--- src/rtl/serdes_arbiter.sv ---
// Round-robin arbiter that funnels NUM_REQ valid/ready word streams into one serdes lane,
// granting one requester at a time for a burst of at most MAX_BURST accepted words.
module serdes_arbiter #(
    parameter int DATA_WIDTH = 8,
    parameter int NUM_REQ    = 4,
    parameter int MAX_BURST  = 4,
    localparam int GW        = (NUM_REQ > 1) ? $clog2(NUM_REQ) : 1,
    localparam int BW        = $clog2(MAX_BURST + 1)
) (
    input  logic                          clk_i,
    input  logic                          rst_i,
    input  logic [NUM_REQ*DATA_WIDTH-1:0] req_data_i,
    input  logic [NUM_REQ-1:0]            req_valid_i,
    output logic [NUM_REQ-1:0]            req_ready_o,
    output logic [DATA_WIDTH-1:0]         data_o,
    output logic                          valid_o,
    input  logic                          ready_i,
    output logic [GW-1:0]                 grant_id_o,
    output logic                          busy_o
);

    typedef enum logic {
        ST_IDLE   = 1'b0,
        ST_ACTIVE = 1'b1
    } state_t;

    state_t                r_state;
    state_t                w_state_nxt;
    logic [GW-1:0]         r_grant;
    logic [GW-1:0]         r_last;
    logic [BW-1:0]         r_beats;
    logic [GW-1:0]         w_pick;
    logic                  w_any;
    logic                  w_sel_valid;
    logic                  w_beat;
    logic [DATA_WIDTH-1:0] w_word;

    function automatic logic [GW-1:0] wrap_idx(input int v);
        return GW'(v % NUM_REQ);
    endfunction

    // Walk the candidates from farthest to nearest so the requester closest
    // after last_grant is the one left in w_pick.
    always_comb begin
        w_pick = '0;
        w_any  = 1'b0;
        for (int i = NUM_REQ; i >= 1; i--) begin
            if (req_valid_i[wrap_idx(int'(r_last) + i)]) begin
                w_pick = wrap_idx(int'(r_last) + i);
                w_any  = 1'b1;
            end
        end
    end

    assign w_sel_valid = req_valid_i[r_grant];
    assign w_word      = req_data_i[int'(r_grant)*DATA_WIDTH +: DATA_WIDTH];

    always_comb begin
        // NOTE: every signal driven here gets a default first so no path can infer a latch.
        w_state_nxt = r_state;
        valid_o     = 1'b0;
        data_o      = '0;
        req_ready_o = '0;
        w_beat      = 1'b0;
        case (r_state)
            ST_IDLE: begin
                if (w_any) w_state_nxt = ST_ACTIVE;
            end
            ST_ACTIVE: begin
                valid_o              = w_sel_valid;
                data_o               = w_word;
                req_ready_o[r_grant] = ready_i;
                w_beat               = w_sel_valid & ready_i;
                if (!w_sel_valid || (w_beat && r_beats == BW'(MAX_BURST - 1)))
                    w_state_nxt = ST_IDLE;
            end
            default: w_state_nxt = ST_IDLE;
        endcase
    end

    // NOTE: state registers use non-blocking assignments so every flop samples pre-edge values.
    always_ff @(posedge clk_i or posedge rst_i) begin
        if (rst_i) begin
            r_state <= ST_IDLE;
            r_grant <= '0;
            r_last  <= GW'(NUM_REQ - 1);
            r_beats <= '0;
        end else begin
            r_state <= w_state_nxt;
            if (r_state == ST_IDLE && w_any) begin
                r_grant <= w_pick;
                r_beats <= '0;
            end else if (w_beat) begin
                r_beats <= r_beats + 1'b1;
            end
            if (r_state == ST_ACTIVE && w_state_nxt == ST_IDLE)
                r_last <= r_grant;
        end
    end

    assign busy_o     = (r_state == ST_ACTIVE);
    assign grant_id_o = r_grant;

endmodule

--- config.mk ---
export PLATFORM = sky130hd
export DESIGN_NAME = serdes_arbiter
export DESIGN_NICKNAME = d
export VERILOG_FILES = /design/src/rtl/serdes_arbiter.sv
export SDC_FILE = /design/constraint.sdc
export NUM_CORES = 1
export LEC_CHECK = 0
export CORE_MARGIN = 5
export CORE_UTILIZATION = 35
export DETAILED_ROUTE_END_ITERATION = 8
export GPL_TIMING_DRIVEN = 0
export PLACE_DENSITY = 0.79
export RECOVER_POWER = 50
export SYNTH_ARGS = -nofsm -noshare
export SYNTH_HDL_FRONTEND = slang
export SYNTH_SLANG_ARGS = --single-unit
--- constraint.sdc ---
create_clock -name clk_i -period 2.1 [get_ports clk_i]
set_input_delay 0.63 -clock clk_i [delete_from_list [all_inputs] [get_ports clk_i]]
set_output_delay 0.63 -clock clk_i [all_outputs]
set_load 0.005 [all_outputs]
; ---- After elaboration in Yosys (flattened, before gate mapping)
; Index checks and enable logic that the tools add are counted.
[totals]
ff_bits = 8
input_bits = 39
wordCells = 57
[op_classes]
n_addsub = 5
order_cmp = 6
eq_ne = 1
n_shift = 1
muxes = 29
bitwise_logic = 4
reduce_logical = 7
[ops]
columns = operator, count
row1 = variable part select 32 x 6 -> 8 bit, 1
row2 = "< comparator 2 x 3 -> 1 bit, second input constant", 5
row3 = two-way mux 1 bit, 14
row4 = binary-select mux 1 bit (select 2 bit), 5
row5 = two-way mux 2 bit, 4
row6 = two-way mux 8 bit, 1
row7 = two-way mux 3 bit, 2
row8 = "adder 2 x 1 -> 2 bit, second input constant", 2
row9 = "adder 2 bit, second input constant", 2
row10 = bitwise AND 4 bit, 1
row11 = logical AND 1 bit, 4
row12 = two-way mux 4 bit, 1
row13 = "adder 3 x 1 -> 3 bit, second input constant", 1
row14 = "equality test 3 x 2 -> 1 bit, second input constant", 1
row15 = demux 1 bit (select 2 bit), 1
row16 = ">= comparator 2 x 1 -> 1 bit, second input constant", 1
row17 = NOT 1 bit, 2
row18 = one-hot mux 1 bit (2 select lines), 1
row19 = nonzero test 2 bit, 1
row20 = bitwise AND 1 bit, 1
row21 = logical NOT 1 bit, 1
row22 = logical OR 1 bit, 1

; ---- Logic depth before layout (Yosys ltp)
; Gate-level depths: netlist (run 1).
[depth]
ltp_word = 11
depth_mapped = 6

; ---- Least setup slack after synthesis (run 1)
; Ideal clock, no wire load.
[synth_timing]
path_type = register to output
from = register r_grant[0], in the netlist grant_id_o[0]
to = output data_o[0]
arrival_time_ns = 1.263
required_ns = 1.470
setup_slack_ns = 0.207
path_stages_with_launch = 5
n_path_buf = 2
cell_sequence = dfrtp_1 -> buf_6 -> buf_12 -> mux4_2 -> and2_1
[synth_via]
elab_chain_cells = 2
[synth_lines]
columns = item, line_no
row1 = start: declaration, 29  ; logic [GW-1:0] r_grant;
row2 = start signal: assignment, 91  ; r_grant <= w_pick;
row3 = variable part select 32 x 6 -> 8 bit, 56  ; assign w_word = req_data_i[int'(r_grant)*DATA_WIDTH +: DATA_WIDTH];
row4 = two-way mux 8 bit, 65  ; case (r_state)
row5 = end: declaration, 15  ; output logic [DATA_WIDTH-1:0] data_o,
; No other way between the ends.

; ---- Worst setup path in the final report (run 1)
; Ends and elaborated chain as after synthesis.

==> results of run 1 <==
[power breakdown]
part / switching [µW] / internal (µW) / leakage, µW
clock: 53.3 / 72.8 / 0.0000150
combinational: 488 / 830 / 0.000617
sequential: 54.4 / 236 / 0.0000957
[worst max-delay path: cells and delay by family, from the launching register on]
family	cells	cell delay (ps)
muxes	1	490
DFF	1	360
buffers and inverters	3	350
and+or+nand+nor	1	150
[final timing paths]
kind                       cells after the start          to          start  slack, ps
hold reg to reg                                1  r_beats[0]     r_beats[0]        490
hold / removal                                 1  r_beats[0]     r_beats[0]        490
setup reg to reg                               7  r_beats[1]  grant_id_o[0]        470
min in group asynchronous                      2  r_beats[0]          rst_i        760
max in group asynchronous                      2   r_last[0]          rst_i       1050
setup / recovery                               5   data_o[0]  grant_id_o[0]       -140
[state kept, by name, indices dropped and copies added, names as in the netlist]
| name | flops |
|---|---|
| busy_o | 1 |
| grant_id_o | 2 |
| r_beats | 3 |
| r_last | 2 |
[cells in the mapped netlist]
library cell / count / share of area, %
o211ai_1: 2 / 1.8
o41ai_2: 1 / 2.0
mux2_1: 1 / 1.4
o21ai_0: 4 / 2.4
buf_12: 1 / 2.4
mux2i_1: 3 / 3.7
a2bb2oi_1: 1 / 1.1
or2_2: 1 / 0.76
clkbuf_8: 1 / 1.7
buf_6: 2 / 2.7
mux2_4: 2 / 3.7
mux4_2: 5 / 14
and2_1: 8 / 6.1
ha_1: 2 / 3.0
a31oi_1: 1 / 0.76
nand3_1: 2 / 1.2
nor3_1: 2 / 1.2
nand2b_1: 3 / 2.3
dfstp_2: 2 / 6.4
o221ai_1: 1 / 1.1
mux4_1: 3 / 9.6
a21oi_1: 3 / 1.8
nor2_1: 7 / 3.2
a21o_1: 2 / 1.8
inv_1: 7 / 3.2
dfrtp_1: 6 / 18
nand2_1: 5 / 2.3
clkbuf_1: 1 / 0.46
[metal layers]
metal	track usage, %	part of all wire [%]	routed length (µm)
met1	20.0	43	1080
met2	26.5	50	1250
met3	3.07	7.3	184
met4	2.98	0	0
met5	0	0	0
[area by class of cell]
cell class / count / area [µm²]
sequential: 8 / 203
clock buffer: 4 / 26.3
fill: 203 / 763
buffer: 5 / 75.1
inverter: 7 / 26.3
tap: 28 / 35.0
multi-input combinational: 59 / 544
timing repair buffer: 65 / 561
[logic make-up (layout without fill, tap and decap cells)]
logic type,Yosys count,after routing
buffers and inverters,12,81
adder cells (fa/ha/maj),2,2
multiplexers,14,14
AO/OA/AOI/OAI,15,15
AND/OR/NAND/NOR,28,28
flip-flops,8,8
[what timing repair did]
item | CTS | global route
setup buffers | 5 | 6
setup endpoints to repair | 13 | 9
pin swaps | 7 | 2
resized for setup | 96 | 19
[stage by stage]
| stage | setup TNS, ps | utilization (%) | setup slack, ps |
|---|---|---|---|
| 2_1_floorplan | 0 | - | 207 |
| 3_3_place_gp | -7670 | 62.6 | -733 |
| 3_5_place_dp | -8100 | 62.6 | -768 |
| 4_1_cts | -1280 | 62.9 | -177 |
| 5_1_grt | -1580 | 65.8 | -209 |
| 6_report | -997 | 65.8 | -137 |
==> impl_metrics.ini, run 1 <==
[drt]
totalWireLength_um = 2520
first_pass_iters = 4
vias_per_cell = 4.84
dr_total_vias = 851
route.detailed.drc = 0
wire_per_inst_um = 14.3
drt_iter0_markers = 9
ant_nets = 0

[cts]
numCtsBuffers = 3
cts_max_level = 1
clk_latency_ps = 250
clk_pin_slew_ps = 60
ctsHoldBuffers = 0
clock-sinks = 8
cts_tree = yes
root_buffer = clkbuf_4
clock_path_buffers = 2

[synthesis]
netlist_area_um2 = 822
ys_seq_elements = 8
syn_nets = 120
synth_adder_area_share_pct = 3.04
synth-xor-area-share_pct = 0
synth_compound_area_share_pct = 12.8
synth_cells = 79
muxShareOfSynthArea_pct = 32.0
yosysSeqAreaShare_pct = 24.7
synth_top_family_by_area = multiplexers
synthSimpleGateAreaFrac_pct = 17.0
yosysWarnings = 0
syn_area_per_cell_um2 = 10.4
synth_cell_types = 28

[sta]
clock-skew-final_ps = 4.42
finalCriticalPeriod_ps = 2240
drv_slew = 0
fin_ws_ps = -137
whs_ps = 488
timing.final.crit_share_pct = 107
clock.fmax_mhz = 447
setup_viol = 8
max_slew_margin_pct = 28.7
rsz0062_at_grt = yes
worst_slew_pin_slew_ps = 1060
final_hold_viol_count = 0

[final_layout]
instances_no_fill = 176
final_common_cell = dlygate4sd2_1
nNetsFinal = 190
layout-drive-gt1-share_pct = 36.5
area_growth_pct = 78.8
diodes = 0
layout_common_cells = dlygate4sd2_1 (34), buf_2 (9), mux4_2 (8), buf_4 (8)
fin_area_um2 = 1470

[critical_path]
worst_path_most_repeated_cell = buf_6
max_stage_delay_ps = 490
arrival_ps = 1610
critPathKind = flop to output pin
worstPathRequired_ps = 1470
cp-start-kind = flop
crit_fanout = 5
slowest_stage = mux4_2
end_kind = output pin
worstPathCellList = buf_6, buf_12, mux4_2, and2_4, buf_6

[power_and_ir_drop]
p_total_uw = 1730
p_leak_uw = 0.000728
power.density_nw_per_um2 = 1180
ir_worst_vdd_v = 0.000803

[placed_design]
dpl.hpwl_um = 1970
placed_area_um2 = 1400
numPortBuffers = 54
gp_congestion = 0.768
dp.cells = 161

[outcome]
violations = negative setup slack
outcome = finished with violations

[min_path]
min_path_type = flop to flop

[die]
io_pins = 55
die_h_um = 58.5
core_area_um2 = 2230
fp-row-count = 17
die_area_um2 = 3420
die_x_um = 58.5
start_util_pct = 36.8

[flow_run]
maxCapViolCount = 0

[grt]
grt_max_degree = 11
grt_pass1_vias = 882
antenna_found_initial = 0
grt_use_total_pct = 15.4
overflow = 0
grt_pass1_wl_um = 4170
No activity file was read; power rests on OpenSTA's default activity.
==> inputs of run 2 (changes only) <==
--- a/config.mk
+++ b/config.mk
@@ -9,7 +9,7 @@
 export CORE_UTILIZATION = 35
 export DETAILED_ROUTE_END_ITERATION = 8
 export GPL_TIMING_DRIVEN = 0
-export PLACE_DENSITY = 0.79
+export PLACE_DENSITY = 0.88
 export RECOVER_POWER = 50
 export SYNTH_ARGS = -nofsm -noshare
 export SYNTH_HDL_FRONTEND = slang
==> impl_metrics.ini, run 2 (synthesis results as in run 1) <==
[outcome]
outcome = finished with violations
violations = negative setup slack

[drt]
first_pass_iters = 5
totalWireLength_um = 2870
wl_met1_um = 943
vias_per_cell = 5.22
wl_met2_um = 1670
wl_met3_um = 228
wire_per_inst_um = 16.3
drt_iter0_markers = 14
route.detailed.drc = 0
ant_nets = 0
dr_total_vias = 918
top_layer_used = met4

[sta]
final_hold_viol_count = 0
rsz0062_at_grt = yes
drv_slew = 0
timing.final.crit_share_pct = 109
whs_ps = 495
finalCriticalPeriod_ps = 2290
setup_viol = 9
clock.fmax_mhz = 436
worst_slew_pin_slew_ps = 630
clock-skew-final_ps = 16.3
fin_ws_ps = -194
max_slew_margin_pct = 57.5

[critical_path]
critPathKind = flop to output pin
worstPathRequired_ps = 1470
rrSetupSlack_ps = 400
crit_fanout = 5
arrival_ps = 1660
rr_worst_depth = 7
r2r-end = r_beats[2]
cp-startpoint = grant_id_o[0]
cp-start-kind = flop
reg2reg_from = grant_id_o[0]
end_kind = output pin
endpoint = data_o[1]

[cts]
ctsHoldBuffers = 0
cts_max_level = 1
numCtsBuffers = 3
root_buffer = clkbuf_4
cts_tree = yes
clock_path_buffers = 2
clk_pin_slew_ps = 70
clk_latency_ps = 270
clock-sinks = 8

[power_and_ir_drop]
combPwrFrac_pct = 77.1
power.density_nw_per_um2 = 1230
power.net_switching_uw = 642
intPower_uw = 1200
swShare_pct = 34.8
seq_power_share_pct = 15.9
p_leak_uw = 0.000757
clkPwrFrac_pct = 7.0
ir_worst_vdd_v = 0.000806

[placed_design]
gp_congestion = 0.763
dp_worst_setup_slack_ps = -781
numPortBuffers = 54
placed_area_um2 = 1400
dp.cells = 161
dpl.hpwl_um = 2140

[grt]
grt_pass1_vias = 935
grt_max_degree = 11
antenna_found_initial = 0
overflow = 0
grt_use_total_pct = 17.0
grt_pass1_wl_um = 4370

[final_layout]
top_register = r_beats
area_growth_pct = 83.0
layout-drive-gt1-share_pct = 39.2
fin_util_pct = 67.3
diodes = 0
instances_no_fill = 176
nNetsFinal = 191
final_common_cell = dlygate4sd2_1
layout_common_cells = dlygate4sd2_1 (33), buf_6 (10), buf_4 (9), mux4_2 (8)
fin_area_um2 = 1500
fillers = 198
largest_reg_flops = 3

[flow_run]
maxCapViolCount = 0

[die]
core_area_um2 = 2230
die_x_um = 58.5
io_pins = 55
die_area_um2 = 3420
die_h_um = 58.5
start_util_pct = 36.8
fp-row-count = 17

[min_path]
min_path_type = flop to flop
[run 2: layout make-up]
class                           count  area [µm²]  area share (%)
Inverter                            7        26.3            1.75
Tap cell                           28        35.0            2.33
Multi-Input combinational cell     59         554            36.9
Timing Repair Buffer               66         584            38.9
Clock buffer                        3        22.5            1.50
Sequential cell                     8         203            13.5
Buffer                              5        78.8            5.24
[run 2: worst max-delay path: stages, from the launching register on]
cell,delay (ps)
dfrtp_1,370
buf_6,140
buf_12,100
mux4_2,490
and2_4,170
buf_6,110
[run 2: power groups by stage]
stage | Clock, µW | Combinational, µW | Sequential [µW]
after floorplan | 0 | 658 | 283
after global placement | 0 | 1090 | 287
after detailed placement | 0 | 1120 | 291
after CTS | 129 | 1230 | 288
after global routing | 142 | 1530 | 303
final | 128 | 1420 | 294
[run 2: stage by stage]
stage / TNS [ps] / total power [µW]
after floorplan: 0 / 942
after global placement: -7710 / 1380
after detailed placement: -8150 / 1410
after CTS: -1440 / 1650
after global routing: -1990 / 1980
final: -1550 / 1850
[run 2: worst min path at each step]
stage / startpoint / endpoint / slack (ps) / depth (start not counted)
2_1_floorplan: rst_i / busy_o / 440 / 1
3_3_place_gp: r_beats[0] / r_beats[0] / 470 / 1
3_5_place_dp: r_beats[0] / r_beats[0] / 490 / 1
4_1_cts: r_beats[0] / r_beats[0] / 500 / 1
5_1_grt: r_beats[0] / r_beats[0] / 550 / 1
6_report: r_beats[0] / r_beats[0] / 490 / 1
[run 2: timing repair]
action                                 CTS  global route
pin swaps                                7             3
cloned                                   0             0
buffers inserted                        10             2
gates resized for setup                 99            23
setup endpoints to repair               13            12
endpoints found under the hold margin    0             0
[run 2: per-layer routing]
| layer | track usage (%) | vias up |
|---|---|---|
| met3 | 5.04 | 3 |
| li1 | - | 430 |
| met5 | 0 | - |
| met4 | 4.97 | 0 |
| met1 | 17.2 | 440 |
| met2 | 33.0 | 45 |
==> inputs of run 3 (changes only) <==
--- a/config.mk
+++ b/config.mk
@@ -9,7 +9,7 @@
 export CORE_UTILIZATION = 35
 export DETAILED_ROUTE_END_ITERATION = 8
 export GPL_TIMING_DRIVEN = 0
-export PLACE_DENSITY = 0.88
+export PLACE_DENSITY = 0.79
 export RECOVER_POWER = 50
 export SYNTH_ARGS = -nofsm -noshare
 export SYNTH_HDL_FRONTEND = slang
==> results of run 3 <==
The final DEF is identical to that of run 1; final timing and power are the same.
